**src/rtl/bus_trace_if.sv**
```systemverilog
// CPU bus as observed by the trace display: strobe plus address/data/direction.
interface bus_trace_if;
  logic        cpu_strobe;
  logic [15:0] addr;
  logic [7:0]  data_out;
  logic [7:0]  data_in;
  logic        we;

  modport master (output cpu_strobe, addr, data_out, data_in, we);
  modport slave  (input  cpu_strobe, addr, data_out, data_in, we);
endinterface

```
**src/rtl/bus_trace_display.sv**
```systemverilog
// Captures each single-stepped 6502 bus cycle and shows address, data and a
// cycle count on an 8-digit multiplexed 7-segment display plus 4 status LEDs.
module bus_trace_display #(
  parameter int unsigned SCAN_DIV     = 50000,
  parameter int unsigned BLANK_CYCLES = 500
) (
  input  logic            clk,
  input  logic            rst_n,
  bus_trace_if.slave      bus,
  output logic [7:0]      seg_sel,
  output logic [7:0]      seg_data,
  output logic [3:0]      led
);

  localparam int unsigned PW = (SCAN_DIV > 1) ? $clog2(SCAN_DIV) : 1;

  typedef struct packed {
    logic [15:0] addr;
    logic [7:0]  data;
    logic        we;
    logic [7:0]  cnt;
  } trace_t;

  trace_t          shadow_q, shadow_d;
  trace_t          disp_q, disp_d;
  logic [PW-1:0]   presc_q, presc_d;
  logic [2:0]      idx_q, idx_d;
  logic            pending_q, pending_d;
  logic            overrun_q, overrun_d;
  logic            toggle_q, toggle_d;
  logic            presc_wrap;
  logic            frame_load;
  logic            blank;
  logic            dp_n;
  logic [3:0]      nibble;
  logic [7:0]      seg_sel_d, seg_data_d;
  logic [3:0]      led_d;

  // Active-low hex font for segments g..a.
  function automatic logic [6:0] hex_font(input logic [3:0] n);
    case (n)
      4'h0: hex_font = 7'h40;
      4'h1: hex_font = 7'h79;
      4'h2: hex_font = 7'h24;
      4'h3: hex_font = 7'h30;
      4'h4: hex_font = 7'h19;
      4'h5: hex_font = 7'h12;
      4'h6: hex_font = 7'h02;
      4'h7: hex_font = 7'h78;
      4'h8: hex_font = 7'h00;
      4'h9: hex_font = 7'h10;
      4'hA: hex_font = 7'h08;
      4'hB: hex_font = 7'h03;
      4'hC: hex_font = 7'h46;
      4'hD: hex_font = 7'h21;
      4'hE: hex_font = 7'h06;
      default: hex_font = 7'h0E;
    endcase
  endfunction

  // Next-state for capture, scan timing and frame-synchronous display load;
  // outputs are derived from next state so seg_sel and seg_data stay aligned.
  always_comb begin
    shadow_d  = shadow_q;
    pending_d = pending_q;
    overrun_d = overrun_q;
    toggle_d  = toggle_q;

    presc_wrap = (presc_q == PW'(SCAN_DIV - 1));
    frame_load = presc_wrap && (idx_q == 3'd7);
    presc_d    = presc_wrap ? '0 : presc_q + 1'b1;
    idx_d      = presc_wrap ? idx_q + 3'd1 : idx_q;

    // Display takes the pre-strobe shadow when a strobe coincides with the load.
    disp_d = frame_load ? shadow_q : disp_q;

    if (bus.cpu_strobe) begin
      shadow_d.addr = bus.addr;
      shadow_d.data = bus.we ? bus.data_out : bus.data_in;
      shadow_d.we   = bus.we;
      shadow_d.cnt  = shadow_q.cnt + 8'd1;
      toggle_d      = ~toggle_q;
      pending_d     = 1'b1;
      if (pending_q && !frame_load) overrun_d = 1'b1;
    end else if (frame_load) begin
      pending_d = 1'b0;
    end

    case (idx_d)
      3'd7:    nibble = disp_d.addr[15:12];
      3'd6:    nibble = disp_d.addr[11:8];
      3'd5:    nibble = disp_d.addr[7:4];
      3'd4:    nibble = disp_d.addr[3:0];
      3'd3:    nibble = disp_d.data[7:4];
      3'd2:    nibble = disp_d.data[3:0];
      3'd1:    nibble = disp_d.cnt[7:4];
      default: nibble = disp_d.cnt[3:0];
    endcase

    blank      = (presc_d < PW'(BLANK_CYCLES));
    dp_n       = !((idx_d == 3'd2) && disp_d.we);
    seg_sel_d  = blank ? 8'hFF : ~(8'd1 << idx_d);
    seg_data_d = blank ? 8'hFF : {dp_n, hex_font(nibble)};
    led_d      = {pending_d, overrun_d, toggle_d, disp_d.we};
  end

  // State and registered display outputs.
  always_ff @(posedge clk or negedge rst_n) begin
    if (!rst_n) begin
      shadow_q  <= '0;
      disp_q    <= '0;
      presc_q   <= '0;
      idx_q     <= '0;
      pending_q <= 1'b0;
      overrun_q <= 1'b0;
      toggle_q  <= 1'b0;
      seg_sel   <= 8'hFF;
      seg_data  <= 8'hFF;
      led       <= 4'h0;
    end else begin
      shadow_q  <= shadow_d;
      disp_q    <= disp_d;
      presc_q   <= presc_d;
      idx_q     <= idx_d;
      pending_q <= pending_d;
      overrun_q <= overrun_d;
      toggle_q  <= toggle_d;
      seg_sel   <= seg_sel_d;
      seg_data  <= seg_data_d;
      led       <= led_d;
    end
  end

endmodule

```
**src/flat_wrapper.sv**
```systemverilog
// flat-port wrapper written by rule: the top's interface ports become plain ports
module bus_trace_display_flat 
#(
  parameter int unsigned SCAN_DIV     = 50000,
  parameter int unsigned BLANK_CYCLES = 500
)
  (clk, rst_n, seg_sel, seg_data, led, bus_cpu_strobe, bus_addr, bus_data_out, bus_data_in, bus_we);
  bus_trace_if bus_i ();
  input  logic clk;
  input  logic rst_n;
  output logic [7:0] seg_sel;
  output logic [7:0] seg_data;
  output logic [3:0] led;
  input wire logic [$bits(bus_i.cpu_strobe)-1:0] bus_cpu_strobe;
  input wire logic [$bits(bus_i.addr)-1:0] bus_addr;
  input wire logic [$bits(bus_i.data_out)-1:0] bus_data_out;
  input wire logic [$bits(bus_i.data_in)-1:0] bus_data_in;
  input wire logic [$bits(bus_i.we)-1:0] bus_we;
  assign bus_i.cpu_strobe = bus_cpu_strobe;
  assign bus_i.addr = bus_addr;
  assign bus_i.data_out = bus_data_out;
  assign bus_i.data_in = bus_data_in;
  assign bus_i.we = bus_we;
  bus_trace_display #(.SCAN_DIV(SCAN_DIV), .BLANK_CYCLES(BLANK_CYCLES)) u_core (.clk(clk), .rst_n(rst_n), .bus(bus_i), .seg_sel(seg_sel), .seg_data(seg_data), .led(led));
endmodule
```
**config.mk**
```make
export PLATFORM = sky130hd
export DESIGN_NAME = bus_trace_display_flat
export DESIGN_NICKNAME = d
export VERILOG_FILES = /design/src/rtl/bus_trace_if.sv /design/src/rtl/bus_trace_display.sv /design/src/flat_wrapper.sv
export SDC_FILE = /design/constraint.sdc
export NUM_CORES = 1
export LEC_CHECK = 0
export ABC_CLOCK_PERIOD_IN_PS = 4100
export BUFFER_PORTS_ARGS = -buffer_cell sky130_fd_sc_hd__clkbuf_2
export CAP_MARGIN = 20
export CORE_MARGIN = 3
export CORE_UTILIZATION = 58
export CTS_CLUSTER_DIAMETER = 30
export CTS_CLUSTER_SIZE = 20
export DETAILED_ROUTE_END_ITERATION = 8
export PLACE_DENSITY = 0.86
export SETUP_SLACK_MARGIN = 0.02
export SLEW_MARGIN = 20
export SYNTH_ARGS = -nofsm -noshare
export SYNTH_HDL_FRONTEND = slang
export SYNTH_SLANG_ARGS = --single-unit
```
**constraint.sdc**
```tcl
create_clock -name clk -period 4.1 [get_ports clk]
set_input_delay 0 -clock clk [delete_from_list [all_inputs] [get_ports clk]]
set_output_delay 0 -clock clk [all_outputs]
set_load 0.01 [all_outputs]
```
==> impl_results.md <==
- Post-synth EDFFs: 0
- Post-CTS setup repair buffer count: 0
- Multi-input logic area: 2063 sq um
- Final ANT Viol Nets: 0
- Mapped Nets: 488
- I/O pin cnt: 56
- Skew final: 0.01567 ns
- Core ar.: 7928 sq um
- Sequential Area: 2623 sq um
- Bufs on Longest Clock Path: 2
- Global-route wire length before repair: 18420 um
- Worst-path fanout max: 34
- Port buffer count: 55
- Final Cycle Share: 0.9576
- Top cell type's share of synthesized area: 0.4511
- Syn Area/Cell: 11.05 sq um
- Vias in the first global route: 3732
- Yosys top cell by area: dfrtp_1
- Most used DFF post-synth: dfrtp_1
- 1st-pass router iterations: 4
- Syn Inst Count: 442
- Die Ht: 97.75 um
- DRT Wirelength: 10680 um
- Gr ovfl total: 0
- Clock Sinks: 104
- Non-filler instance count after layout: 636
- Final Cell Area: 5747 sq um
- Max transition margin: 0.4118
- Setup crit end kind: register
- RSZ-0062 raised after global routing: false
- Layout overhead on the synthesized area: 17.71%
- Kind of critical path: reg -> reg
- H-tree depth: 3
- Hold Fails Final Rpt: 0
- Initial core utilization: 0.6158
- Fill cells: 578
- Die area: 9554 sq um
- Final slew viol count: 0
- Area of the mapped netlist: 4882 sq um
- FP Rows: 32
- Worst hold path class: in -> reg
- Hold Buf Count CTS: 33
- Die X: 97.75 um
- Critical path required time: 4.37 ns
- Initial antenna violation count: 0
- Worst-path clk slew: 0.11 ns
- Status: finished, final reports clean
- Post-synthesis sequential area ratio: 0.5372
- Max Cap Viol: 0
- Ant. Diodes: 0
- GR Util All Layers: 0.2390
- Leading cell type in the layout, fill and taps excluded: nand2_1
- Avg Vias per Cell: 5.770
- Leakage: 2.716 nW
- Setup TNS: 0 ns
- Detailed-route DRC error count: 0
- Avg WL per Cell: 16.80 um
- Largest net degree at the start of global routing: 73
- Maximum vdd drop: 0.2717 mV
- Worst EP arrival: 4.20 ns
- First DRT Iteration DRCs: 287
- Num CTS Buffers: 9
- Ys Warns: 0
- Netlist cell types: 62
- Most frequent cells in the layout: nand2_1, dfrtp_1, clkbuf_2
- Root Driver: clkbuf_8
- Least-Margin Pin Slew: 0.8823 ns
- DP HPWL: 7175 um
- Post-synthesis async set-or-reset flop share: 1.000
- Placed Area: 5219 sq um
- Share of layout cells above drive strength 1: 0.2697
- Tmin final: 3.926 ns
- Worst skew pair latency: 0.38 ns
- TritonCTS clock tree: yes
- Max Clk Rate: 0.2547 GHz
- Placed cells: 587
- Setup Viol. Count Final: 0
- Area contributors post-synth: dfrtp_1, dfstp_2, nand2_1, mux2_2, mux2i_1
- Flops & latches, synth: 104
- P per Cell Area: 339.1 nW/um^2
- Post-Route Utilization: 0.7249
- Final Power: 0.001949 W
- Post-CTS resize count: 0
- Startpoint types: register
- Via count: 3670
- Placer Congestion: 0.9003
- Nets: 575
## path summary, 6_finish.rpt
check	start	endpoint	slack [ns]	cells past startpoint
hold reg to reg	u_core.presc_q[0]$_DFF_PN0_	u_core.presc_q[0]$_DFF_PN0_	0.46	1
max in group asynchronous	rst_n	u_core.seg_data[7]$_DFF_PN1_	2.84	3
setup / recovery	u_core.presc_q[11]$_DFF_PN0_	u_core.seg_data[3]$_DFF_PN1_	0.17	11
setup reg to reg	u_core.presc_q[11]$_DFF_PN0_	u_core.seg_data[3]$_DFF_PN1_	0.17	11
hold / removal	bus_we	u_core.shadow_q[8]$_DFFE_PN0P_	0.11	2
min in group asynchronous	rst_n	u_core.presc_q[7]$_DFF_PN0_	0.29	2
## logic make-up (layout without fill, tap and decap cells)
logic type,after synthesis,after routing,share of synthesized area
mux,51,51,0.1135
xor+xnor,20,20,0.03588
fa+ha+maj,10,10,0.02563
simple gates,169,169,0.1650
flops,104,104,0.5372
compound gates,54,54,0.08252
buf+inv,34,126,0.04023
## worst max-delay path: stages (launching register included)
cell and delay (ns):
dfrtp_1 0.48, or4b_4 0.61, or4_4 0.75, nand2_1 0.17, a21boi_0 0.10, a2111oi_0 0.59
a32o_1 0.24, inv_1 0.09, ha_1 0.25, mux2_1 0.30, o22ai_1 0.14, nand2_1 0.08
## flip-flops by register name, indices dropped and copies added (netlist names)
name             flops
u_core.seg_sel       8
u_core.led           4
u_core.presc_q      16
u_core.idx_q         3
u_core.disp_q       32
u_core.seg_data      8
u_core.shadow_q     33
## where the power goes
part / switching [W] / internal (W) / total (W)
logic: 0.0000750 / 0.0000959 / 0.000171
registers: 0.0000635 / 0.00109 / 0.00115
clock network: 0.000386 / 0.000239 / 0.000624
## metal layers
metal | up-vias | GRT usage | wire length [um]
met5 | - | 0 | 0
met4 | 0 | 0.06283 | 183
met3 | 18 | 0.05143 | 693
met2 | 142 | 0.3969 | 5403
met1 | 1803 | 0.3224 | 4403
li1 | 1707 | - | -
## synth_stat cells (6+ instances only)
| cell | n |
|---|---|
| xor2_1 | 8 |
| nor2_1 | 17 |
| nand2_1 | 95 |
| buf_6 | 6 |
| mux2i_1 | 19 |
| nand3_1 | 11 |
| mux2_2 | 30 |
| dfrtp_1 | 88 |
| ha_1 | 10 |
| nand4_1 | 8 |
| a21oi_1 | 15 |
| inv_1 | 9 |
| clkbuf_1 | 8 |
| xnor2_1 | 12 |
| dfstp_2 | 16 |
| buf_4 | 6 |
## area by class of cell
class | count | share of cell area
Clock buffer | 9 | 0.02155
Clock inverter | 7 | 0.01285
Inverter | 10 | 0.006532
Multi-Input combinational cell | 304 | 0.3590
Sequential cell | 104 | 0.4563
Tap cell | 102 | 0.02221
Timing Repair Buffer | 100 | 0.1215
## per-stage QoR
stage / hold WS [ns] / setup WS [ns]
finish: 0.1067 / 0.1740
floorplan: -0.2956 / 0.4304
CTS: 0.08209 / 0.1906
detailed placement: 0.1683 / 0.2918
global route: 0.1038 / 0.05660
global placement: 0.1606 / 0.3845
Note: power is estimated with default switching activity, not from simulation.
